`config.mk`:
```
export PLATFORM = sky130hd
export DESIGN_NAME = ghost_ai_controller
export DESIGN_NICKNAME = d
export VERILOG_FILES = /design/src/rtl/ghost_ai_controller.sv
export SDC_FILE = /design/constraint.sdc
export NUM_CORES = 1
export LEC_CHECK = 0
export CAP_MARGIN = 20
export CORE_MARGIN = 2
export CORE_UTILIZATION = 30
export DETAILED_ROUTE_END_ITERATION = 8
export SYNTH_ARGS = -nofsm -noshare
export SYNTH_HDL_FRONTEND = slang
export SYNTH_SLANG_ARGS = --single-unit
```
`constraint.sdc`:
```
create_clock -name clk -period 12.68 [get_ports clk]
set_clock_uncertainty 0.1 [all_clocks]
set_input_delay 1.268 -clock clk [delete_from_list [all_inputs] [get_ports clk]]
set_output_delay 1.268 -clock clk [all_outputs]
set_load 0.05 [all_outputs]
```
`src/rtl/ghost_ai_controller.sv`:
```
// ghost_ai_controller
// Shared, time-multiplexed direction engine for up to eight ghosts, plus
// the global SCATTER / CHASE / FRIGHTENED mode sequencer.
//
// Each frame_tick starts a sweep while the engine is idle. During a sweep,
// one ghost is evaluated per cycle, in order 0 .. NUM_GHOSTS-1. The ghost's
// direction register is written at the end of its evaluation cycle. After
// the last ghost, sweep_done pulses for one cycle.
//
// Ports:
//   clk, rst        clock, synchronous active-high reset
//   frame_tick      one-cycle pulse per game frame (advances mode timer, starts sweep)
//   power_pellet    one-cycle pulse, enters / re-arms FRIGHTENED
//   pacman_pos_x/y  pacman position (CHASE target)
//   ghost_pos_x/y   packed ghost positions, ghost i at slice i
//   valid_moves     packed per-ghost legal directions, 4 bits per ghost
//   move_direction  packed registered one-hot directions, 4 bits per ghost
//   mode            00 SCATTER, 01 CHASE, 10 FRIGHTENED
//   busy            sweep in progress
//   sweep_done      one-cycle pulse after the last ghost is written
//   overrun         sticky, frame_tick seen while busy
module ghost_ai_controller #(
    parameter int NUM_GHOSTS     = 4,
    parameter int X_W            = 11,
    parameter int Y_W            = 10,
    parameter int MAX_X          = 639,
    parameter int MAX_Y          = 479,
    parameter int SCATTER_FRAMES = 420,
    parameter int CHASE_FRAMES   = 1200,
    parameter int FRIGHT_FRAMES  = 360,
    parameter int TMR_W          = 12
) (
    input  logic                    clk,
    input  logic                    rst,
    input  logic                    frame_tick,
    input  logic                    power_pellet,
    input  logic [X_W-1:0]          pacman_pos_x,
    input  logic [Y_W-1:0]          pacman_pos_y,
    input  logic [NUM_GHOSTS*X_W-1:0] ghost_pos_x,
    input  logic [NUM_GHOSTS*Y_W-1:0] ghost_pos_y,
    input  logic [NUM_GHOSTS*4-1:0] valid_moves,
    output logic [NUM_GHOSTS*4-1:0] move_direction,
    output logic [1:0]              mode,
    output logic                    busy,
    output logic                    sweep_done,
    output logic                    overrun
);

    // Common signed width for both axes, with one guard bit for the sign.
    localparam int DW = ((X_W > Y_W) ? X_W : Y_W) + 1;
    localparam logic [2:0] LAST_IDX = 3'(NUM_GHOSTS - 1);

    localparam logic [3:0] DIR_RIGHT = 4'b0001;
    localparam logic [3:0] DIR_UP    = 4'b0010;
    localparam logic [3:0] DIR_DOWN  = 4'b0100;
    localparam logic [3:0] DIR_LEFT  = 4'b1000;

    localparam logic [TMR_W-1:0] SCAT_LAST   = TMR_W'(SCATTER_FRAMES - 1);
    localparam logic [TMR_W-1:0] CHASE_LAST  = TMR_W'(CHASE_FRAMES - 1);
    localparam logic [TMR_W-1:0] FRIGHT_LAST = TMR_W'(FRIGHT_FRAMES - 1);

    typedef enum logic [1:0] {
        MODE_SCATTER = 2'b00,
        MODE_CHASE   = 2'b01,
        MODE_FRIGHT  = 2'b10
    } mode_e;

    // Opposite heading: the bit order RIGHT,UP,DOWN,LEFT mirrors onto itself.
    function automatic logic [3:0] reverse_dir(input logic [3:0] d);
        return {d[0], d[1], d[2], d[3]};
    endfunction

    // Frightened rotation slots: UP, LEFT, DOWN, RIGHT.
    function automatic logic [3:0] slot_dir(input logic [1:0] s);
        logic [3:0] d;
        case (s)
            2'd0:    d = DIR_UP;
            2'd1:    d = DIR_LEFT;
            2'd2:    d = DIR_DOWN;
            2'd3:    d = DIR_RIGHT;
            default: d = DIR_UP;
        endcase
        return d;
    endfunction

    // First allowed direction rotating from the pseudo-random start slot.
    // Walk backwards so the lowest rotation offset is written last and wins.
    function automatic logic [3:0] fright_pick(input logic [3:0] allowed,
                                               input logic [1:0] start);
        logic [3:0] res;
        logic [3:0] d;
        res = 4'b0000;
        for (int k = 3; k >= 0; k--) begin
            d   = slot_dir(start + 2'(k));
            res = ((allowed & d) != 4'b0000) ? d : res;
        end
        return res;
    endfunction

    // Target pursuit: primary axis, secondary axis, then fixed fallback order.
    // A zero-distance axis contributes 4'b0000 and so never matches.
    function automatic logic [3:0] target_pick(input logic [3:0] allowed,
                                               input logic [3:0] prim,
                                               input logic [3:0] sec);
        logic [3:0] res;
        if ((allowed & prim) != 4'b0000) begin
            res = prim;
        end else if ((allowed & sec) != 4'b0000) begin
            res = sec;
        end else if (allowed[1]) begin
            res = DIR_UP;
        end else if (allowed[3]) begin
            res = DIR_LEFT;
        end else if (allowed[2]) begin
            res = DIR_DOWN;
        end else begin
            res = DIR_RIGHT;
        end
        return res;
    endfunction

    mode_e            mode_r, mode_nxt_s, saved_mode_r, saved_mode_nxt_s;
    logic [TMR_W-1:0] tmr_r, tmr_nxt_s, saved_tmr_r, saved_tmr_nxt_s;
    logic             mode_change_s;

    logic [2:0]            idx_r;
    logic [15:0]           lfsr_r;
    logic [NUM_GHOSTS-1:0] rev_pend_r;

    logic [X_W-1:0]        cur_gx_s, tx_s;
    logic [Y_W-1:0]        cur_gy_s, ty_s;
    logic [3:0]            cur_v_s, cur_p_s, rev_s, allowed_s;
    logic                  cur_rp_s;
    logic signed [DW-1:0]  dx_s, dy_s;
    logic [DW-1:0]         adx_s, ady_s;
    logic [3:0]            dir_x_s, dir_y_s, prim_s, sec_s;
    logic [3:0]            next_dir_s;
    logic                  clear_rp_s;

    assign mode = mode_r;

    // Mode sequencer next state: pellet has priority over the frame timer.
    always_comb begin
        mode_nxt_s       = mode_r;
        tmr_nxt_s        = tmr_r;
        saved_mode_nxt_s = saved_mode_r;
        saved_tmr_nxt_s  = saved_tmr_r;
        mode_change_s    = 1'b0;
        if (power_pellet) begin
            if (mode_r == MODE_FRIGHT) begin
                // Re-arm only; the ghosts are already fleeing, no reversal.
                tmr_nxt_s = '0;
            end else begin
                saved_mode_nxt_s = mode_r;
                saved_tmr_nxt_s  = tmr_r;
                mode_nxt_s       = MODE_FRIGHT;
                tmr_nxt_s        = '0;
                mode_change_s    = 1'b1;
            end
        end else if (frame_tick) begin
            case (mode_r)
                MODE_SCATTER: begin
                    if (tmr_r == SCAT_LAST) begin
                        mode_nxt_s    = MODE_CHASE;
                        tmr_nxt_s     = '0;
                        mode_change_s = 1'b1;
                    end else begin
                        tmr_nxt_s = tmr_r + TMR_W'(1);
                    end
                end
                MODE_CHASE: begin
                    if (tmr_r == CHASE_LAST) begin
                        mode_nxt_s    = MODE_SCATTER;
                        tmr_nxt_s     = '0;
                        mode_change_s = 1'b1;
                    end else begin
                        tmr_nxt_s = tmr_r + TMR_W'(1);
                    end
                end
                MODE_FRIGHT: begin
                    if (tmr_r == FRIGHT_LAST) begin
                        // Resume the interrupted scatter/chase phase where it paused.
                        mode_nxt_s    = saved_mode_r;
                        tmr_nxt_s     = saved_tmr_r;
                        mode_change_s = 1'b1;
                    end else begin
                        tmr_nxt_s = tmr_r + TMR_W'(1);
                    end
                end
                default: begin
                    mode_nxt_s = MODE_SCATTER;
                    tmr_nxt_s  = '0;
                end
            endcase
        end else begin
            mode_change_s = 1'b0;
        end
    end

    // Mode sequencer state registers.
    always_ff @(posedge clk) begin
        if (rst) begin
            mode_r       <= MODE_SCATTER;
            tmr_r        <= '0;
            saved_mode_r <= MODE_SCATTER;
            saved_tmr_r  <= '0;
        end else begin
            mode_r       <= mode_nxt_s;
            tmr_r        <= tmr_nxt_s;
            saved_mode_r <= saved_mode_nxt_s;
            saved_tmr_r  <= saved_tmr_nxt_s;
        end
    end

    // Decision engine for the ghost selected by idx_r.
    always_comb begin
        cur_gx_s = '0;
        cur_gy_s = '0;
        cur_v_s  = 4'b0000;
        cur_p_s  = DIR_LEFT;
        cur_rp_s = 1'b0;
        for (int g = 0; g < NUM_GHOSTS; g++) begin
            cur_gx_s = (idx_r == 3'(g)) ? ghost_pos_x[g*X_W +: X_W]  : cur_gx_s;
            cur_gy_s = (idx_r == 3'(g)) ? ghost_pos_y[g*Y_W +: Y_W]  : cur_gy_s;
            cur_v_s  = (idx_r == 3'(g)) ? valid_moves[g*4 +: 4]      : cur_v_s;
            cur_p_s  = (idx_r == 3'(g)) ? move_direction[g*4 +: 4]   : cur_p_s;
            cur_rp_s = (idx_r == 3'(g)) ? rev_pend_r[g]              : cur_rp_s;
        end

        // Scatter corners: bit0 of the index picks right, bit1 picks bottom.
        tx_s = (mode_r == MODE_CHASE) ? pacman_pos_x : (idx_r[0] ? X_W'(MAX_X) : '0);
        ty_s = (mode_r == MODE_CHASE) ? pacman_pos_y : (idx_r[1] ? Y_W'(MAX_Y) : '0);

        dx_s  = DW'(tx_s) - DW'(cur_gx_s);
        dy_s  = DW'(ty_s) - DW'(cur_gy_s);
        adx_s = dx_s[DW-1] ? DW'(-dx_s) : DW'(dx_s);
        ady_s = dy_s[DW-1] ? DW'(-dy_s) : DW'(dy_s);

        // Screen coordinates: y grows downward.
        dir_x_s = (dx_s == '0) ? 4'b0000 : (dx_s[DW-1] ? DIR_LEFT : DIR_RIGHT);
        dir_y_s = (dy_s == '0) ? 4'b0000 : (dy_s[DW-1] ? DIR_UP : DIR_DOWN);

        // Ties favour the vertical axis.
        prim_s = (adx_s > ady_s) ? dir_x_s : dir_y_s;
        sec_s  = (adx_s > ady_s) ? dir_y_s : dir_x_s;

        rev_s      = reverse_dir(cur_p_s);
        allowed_s  = cur_v_s & ~rev_s;
        next_dir_s = cur_p_s;
        clear_rp_s = 1'b0;

        if (cur_rp_s && ((cur_v_s & rev_s) != 4'b0000)) begin
            next_dir_s = rev_s;
            clear_rp_s = 1'b1;
        end else if (allowed_s == 4'b0000) begin
            // Dead end: turn back if possible, otherwise stay put.
            next_dir_s = ((cur_v_s & rev_s) != 4'b0000) ? rev_s : cur_p_s;
        end else if (mode_r == MODE_FRIGHT) begin
            next_dir_s = fright_pick(allowed_s, lfsr_r[1:0]);
        end else begin
            next_dir_s = target_pick(allowed_s, prim_s, sec_s);
        end
    end

    // Sweep sequencing, per-ghost direction registers, LFSR and reversal flags.
    always_ff @(posedge clk) begin
        if (rst) begin
            move_direction <= {NUM_GHOSTS{DIR_LEFT}};
            busy           <= 1'b0;
            sweep_done     <= 1'b0;
            overrun        <= 1'b0;
            idx_r          <= 3'd0;
            lfsr_r         <= 16'hACE1;
            rev_pend_r     <= '0;
        end else begin
            sweep_done <= 1'b0;
            if (frame_tick && busy) begin
                overrun <= 1'b1;
            end
            if (busy) begin
                for (int g = 0; g < NUM_GHOSTS; g++) begin
                    if (idx_r == 3'(g)) begin
                        move_direction[g*4 +: 4] <= next_dir_s;
                    end
                end
                lfsr_r <= {lfsr_r[0] ^ lfsr_r[2] ^ lfsr_r[3] ^ lfsr_r[5], lfsr_r[15:1]};
                if (idx_r == LAST_IDX) begin
                    busy       <= 1'b0;
                    sweep_done <= 1'b1;
                    idx_r      <= 3'd0;
                end else begin
                    idx_r <= idx_r + 3'd1;
                end
            end else if (frame_tick) begin
                busy  <= 1'b1;
                idx_r <= 3'd0;
            end
            // A fresh mode change re-arms every ghost, even the one being cleared.
            if (mode_change_s) begin
                rev_pend_r <= {NUM_GHOSTS{1'b1}};
            end else if (busy && clear_rp_s) begin
                for (int g = 0; g < NUM_GHOSTS; g++) begin
                    if (idx_r == 3'(g)) begin
                        rev_pend_r[g] <= 1'b0;
                    end
                end
            end
        end
    end

endmodule

```
==> flow_summary.ini <==
[yosys]
synth_commonest_cells = 105 x nor2_1, 100 x a21oi_1, 94 x nand2_1, 70 x dfxtp_1, 49 x o21ai_0
synth_seq_cells = 70
synth_top_area_share = 0.216
yosysTopAreaCell = dfxtp_1
ys_seq_area_frac = 0.216
synth_async_sr_flop_share = 0
yosys-top-cells-area = dfxtp_1 22%, a21oi_1 7.7%, ha_1 7.7%
yosys.cell_count.top_type = nor2_1
synth-main-ff-cell = dfxtp_1
syn_avg_cell_area_um2 = 7.25
ys_types = 79
synth_edf_count = 0
synth_cells = 895
synth_warnings = 0
syn_area_um2 = 6490
syn_nets = 1062

[layout]
area_growth_pct = 30.2
nFillCells = 2179
multi_input_area_um2 = 4800
fin_util = 0.400
regArea_um2 = 1400
fin_nets = 1176
stdcell_area_um2 = 8450
antennaDiodeCount = 0
drive_gt1_frac = 0.0503

[drt]
drtIter0Drc = 495
route.vias.total = 6922
antenna_left = 0
drc = 0
wire_per_inst_um = 15.7
finalWirelength_mm = 20.2
vias_per_cell = 5.37
firstDrtPassIters = 5

[worst_setup_path]
reg2reg_slack_ps = 5780
ff2ff_path_depth = 24
arrival_ps = 7060
critPathKind = flop to flop
r2r_start = idx_r[1]
timing.rr.end = move_direction[7]
cp-end-kind = flop
startpoint_type = flop
crit_fanout = 21
worstPathRequired_ps = 12840

[cts]
cts_setup_buffers = 0
cts-root-buf = clkbuf_16
clk_pin_slew_ps = 60
cts_tree = yes
cts_buffers = 9
holdBufCountCts = 0
htree_levels = 3
cts_resized = 0
cts_max_path_buffers = 2
cts.sinks = 70
clk_latency_ps = 340

[floorplan]
num_rows = 53
fp.coreArea_um2 = 21200
dieArea_um2 = 22800
die_height_um = 151
die_w_um = 151
ioPinCount = 146
initial_core_util = 0.307

[min_path]
min_to = saved_tmr_r[10]
hold_path.class = flop to flop
hold_depth = 2
hp-start = saved_tmr_r[10]

[status]
status = finished, final reports clean

[power_and_ir_drop]
power_density_nw_per_um2 = 106
irDropWorstVdd_mv = 0.0600
leakage_nw = 3.32

[sta]
hold_viol = 0
final_max_slew_viol_count = 0
hold-worst-slack_ps = 354
tns_ps = 0
fmax_ghz = 0.145
setup_viol = 0
fin_ws_ps = 5780
rsz0062_at_grt = no
post-route-period-util = 0.544
finalCriticalPeriod_ps = 6900
tightestPinTransition_ps = 986
slew_headroom = 0.342

[global_routing]
grt_max_degree = 51
grt_pass1_vias = 6518
grt_pass1_wl_mm = 32.7
grt_util_all_layers = 0.175
antenna_found_initial = 0
overflow = 0

[placement]
place_area_um2 = 8130
io_buffer_count = 145
hpwl_mm = 15.2
dp_slack_ps = 5500
routabilityCongestion = 0.840

[run]
max-cap-violations = 0
-- stage by stage --
step / power, mW / cells
detailed placement: 0.655 / 1269
CTS: 0.895 / 1285
finish: 0.893 / 1289
floorplan: 0.540 / 895
global route: 0.960 / 1289
global placement: 0.654 / 1269
-- routing by layer --
layer,GRT usage,part of all wire,vias up
met4,0.0299,0.0095,0
met2,0.290,0.44,219
li1,-,-,3507
met5,0,0,-
met3,0.0313,0.064,19
met1,0.241,0.49,3177
-- cell type report --
type                            instances  area share
Inverter                               27      0.0120
Clock buffer                            9      0.0266
Clock inverter                          7     0.00681
Timing Repair Buffer                  153       0.180
Tap cell                              275      0.0407
Sequential cell                        70       0.166
Multi-Input combinational cell        748       0.568
-- flip-flops by register name, indices dropped and copies added (netlist names) --
signal and flops:
tmr_r 12, overrun 1, idx_r 3, mode 2, rev_pend_r 4, sweep_done 1, move_direction 16, busy 1
saved_mode_r 2, saved_tmr_r 12, lfsr_r 16
-- kinds of logic after synthesis --
kind of cell               count (synthesis)  synth area share
and+or+nand+nor                          336             0.252
AOI/OAI and AO/OA                        317             0.328
buffers and inverters                     77            0.0459
muxes                                     19            0.0295
other                                      1          0.000578
adders and majority gates                 42            0.0833
DFF                                       70             0.216
xor gates and xnor gates                  33            0.0445
-- report_power, final --
group          internal, mW  switching, mW  total [mW]
combinational         0.187          0.233       0.420
sequential            0.228        0.00729       0.235
clock                 0.135          0.103       0.238
-- worst max-delay path by stage --
stage                               start                  to  slack (ps)  depth (start not counted)
final                            idx_r[1]   move_direction[7]        5780                         24
after global routing             idx_r[1]   move_direction[7]        5060                         26
after CTS                        idx_r[1]   move_direction[7]        5470                         24
after detailed placement         idx_r[1]  move_direction[11]        5500                         24
after global placement           idx_r[1]   move_direction[7]        5600                         24
after floorplan           ghost_pos_x[11]   move_direction[7]        6940                         23
-- critical path: stages (launching register included) --
cell and delay, ps:
dfxtp_1 370, inv_1 90, ha_1 390, inv_1 260, and3_1 850, a22oi_1 170, a211oi_1 490, a21oi_1 80
ha_1 350, nand2_1 140, a2111oi_4 390, a211oi_1 150, or4b_4 590, nor3_1 150, nor2_1 70, xor2_1 170
ha_1 300, nand4_1 120, nor2_1 110, o21ai_0 80, a31oi_1 390, o2bb2ai_1 170, a31oi_1 60, or4_4 590
a41oi_1 190
-- cell usage in the layout, fill, tap and decap left out, types with 6 or more instances in the layout --
cell               n
clkbuf_16          9
a22oi_1           28
nand2_1           94
mux2i_1           18
clkdlybuf4s50_1  145
nand3_1           13
ha_1              40
a21oi_1          100
nand3b_1           8
xnor2_1           15
nor2_1           104
nor2b_1           11
or3_1              6
dfxtp_1           70
o21ai_0           49
a211oi_1          35
nand2b_1          13
and2_1            13
a31oi_1           10
and3_1            13
xor2_1            18
inv_1             25
nor3_1            21
a21o_1            28
(Power assumes the default switching activity.)
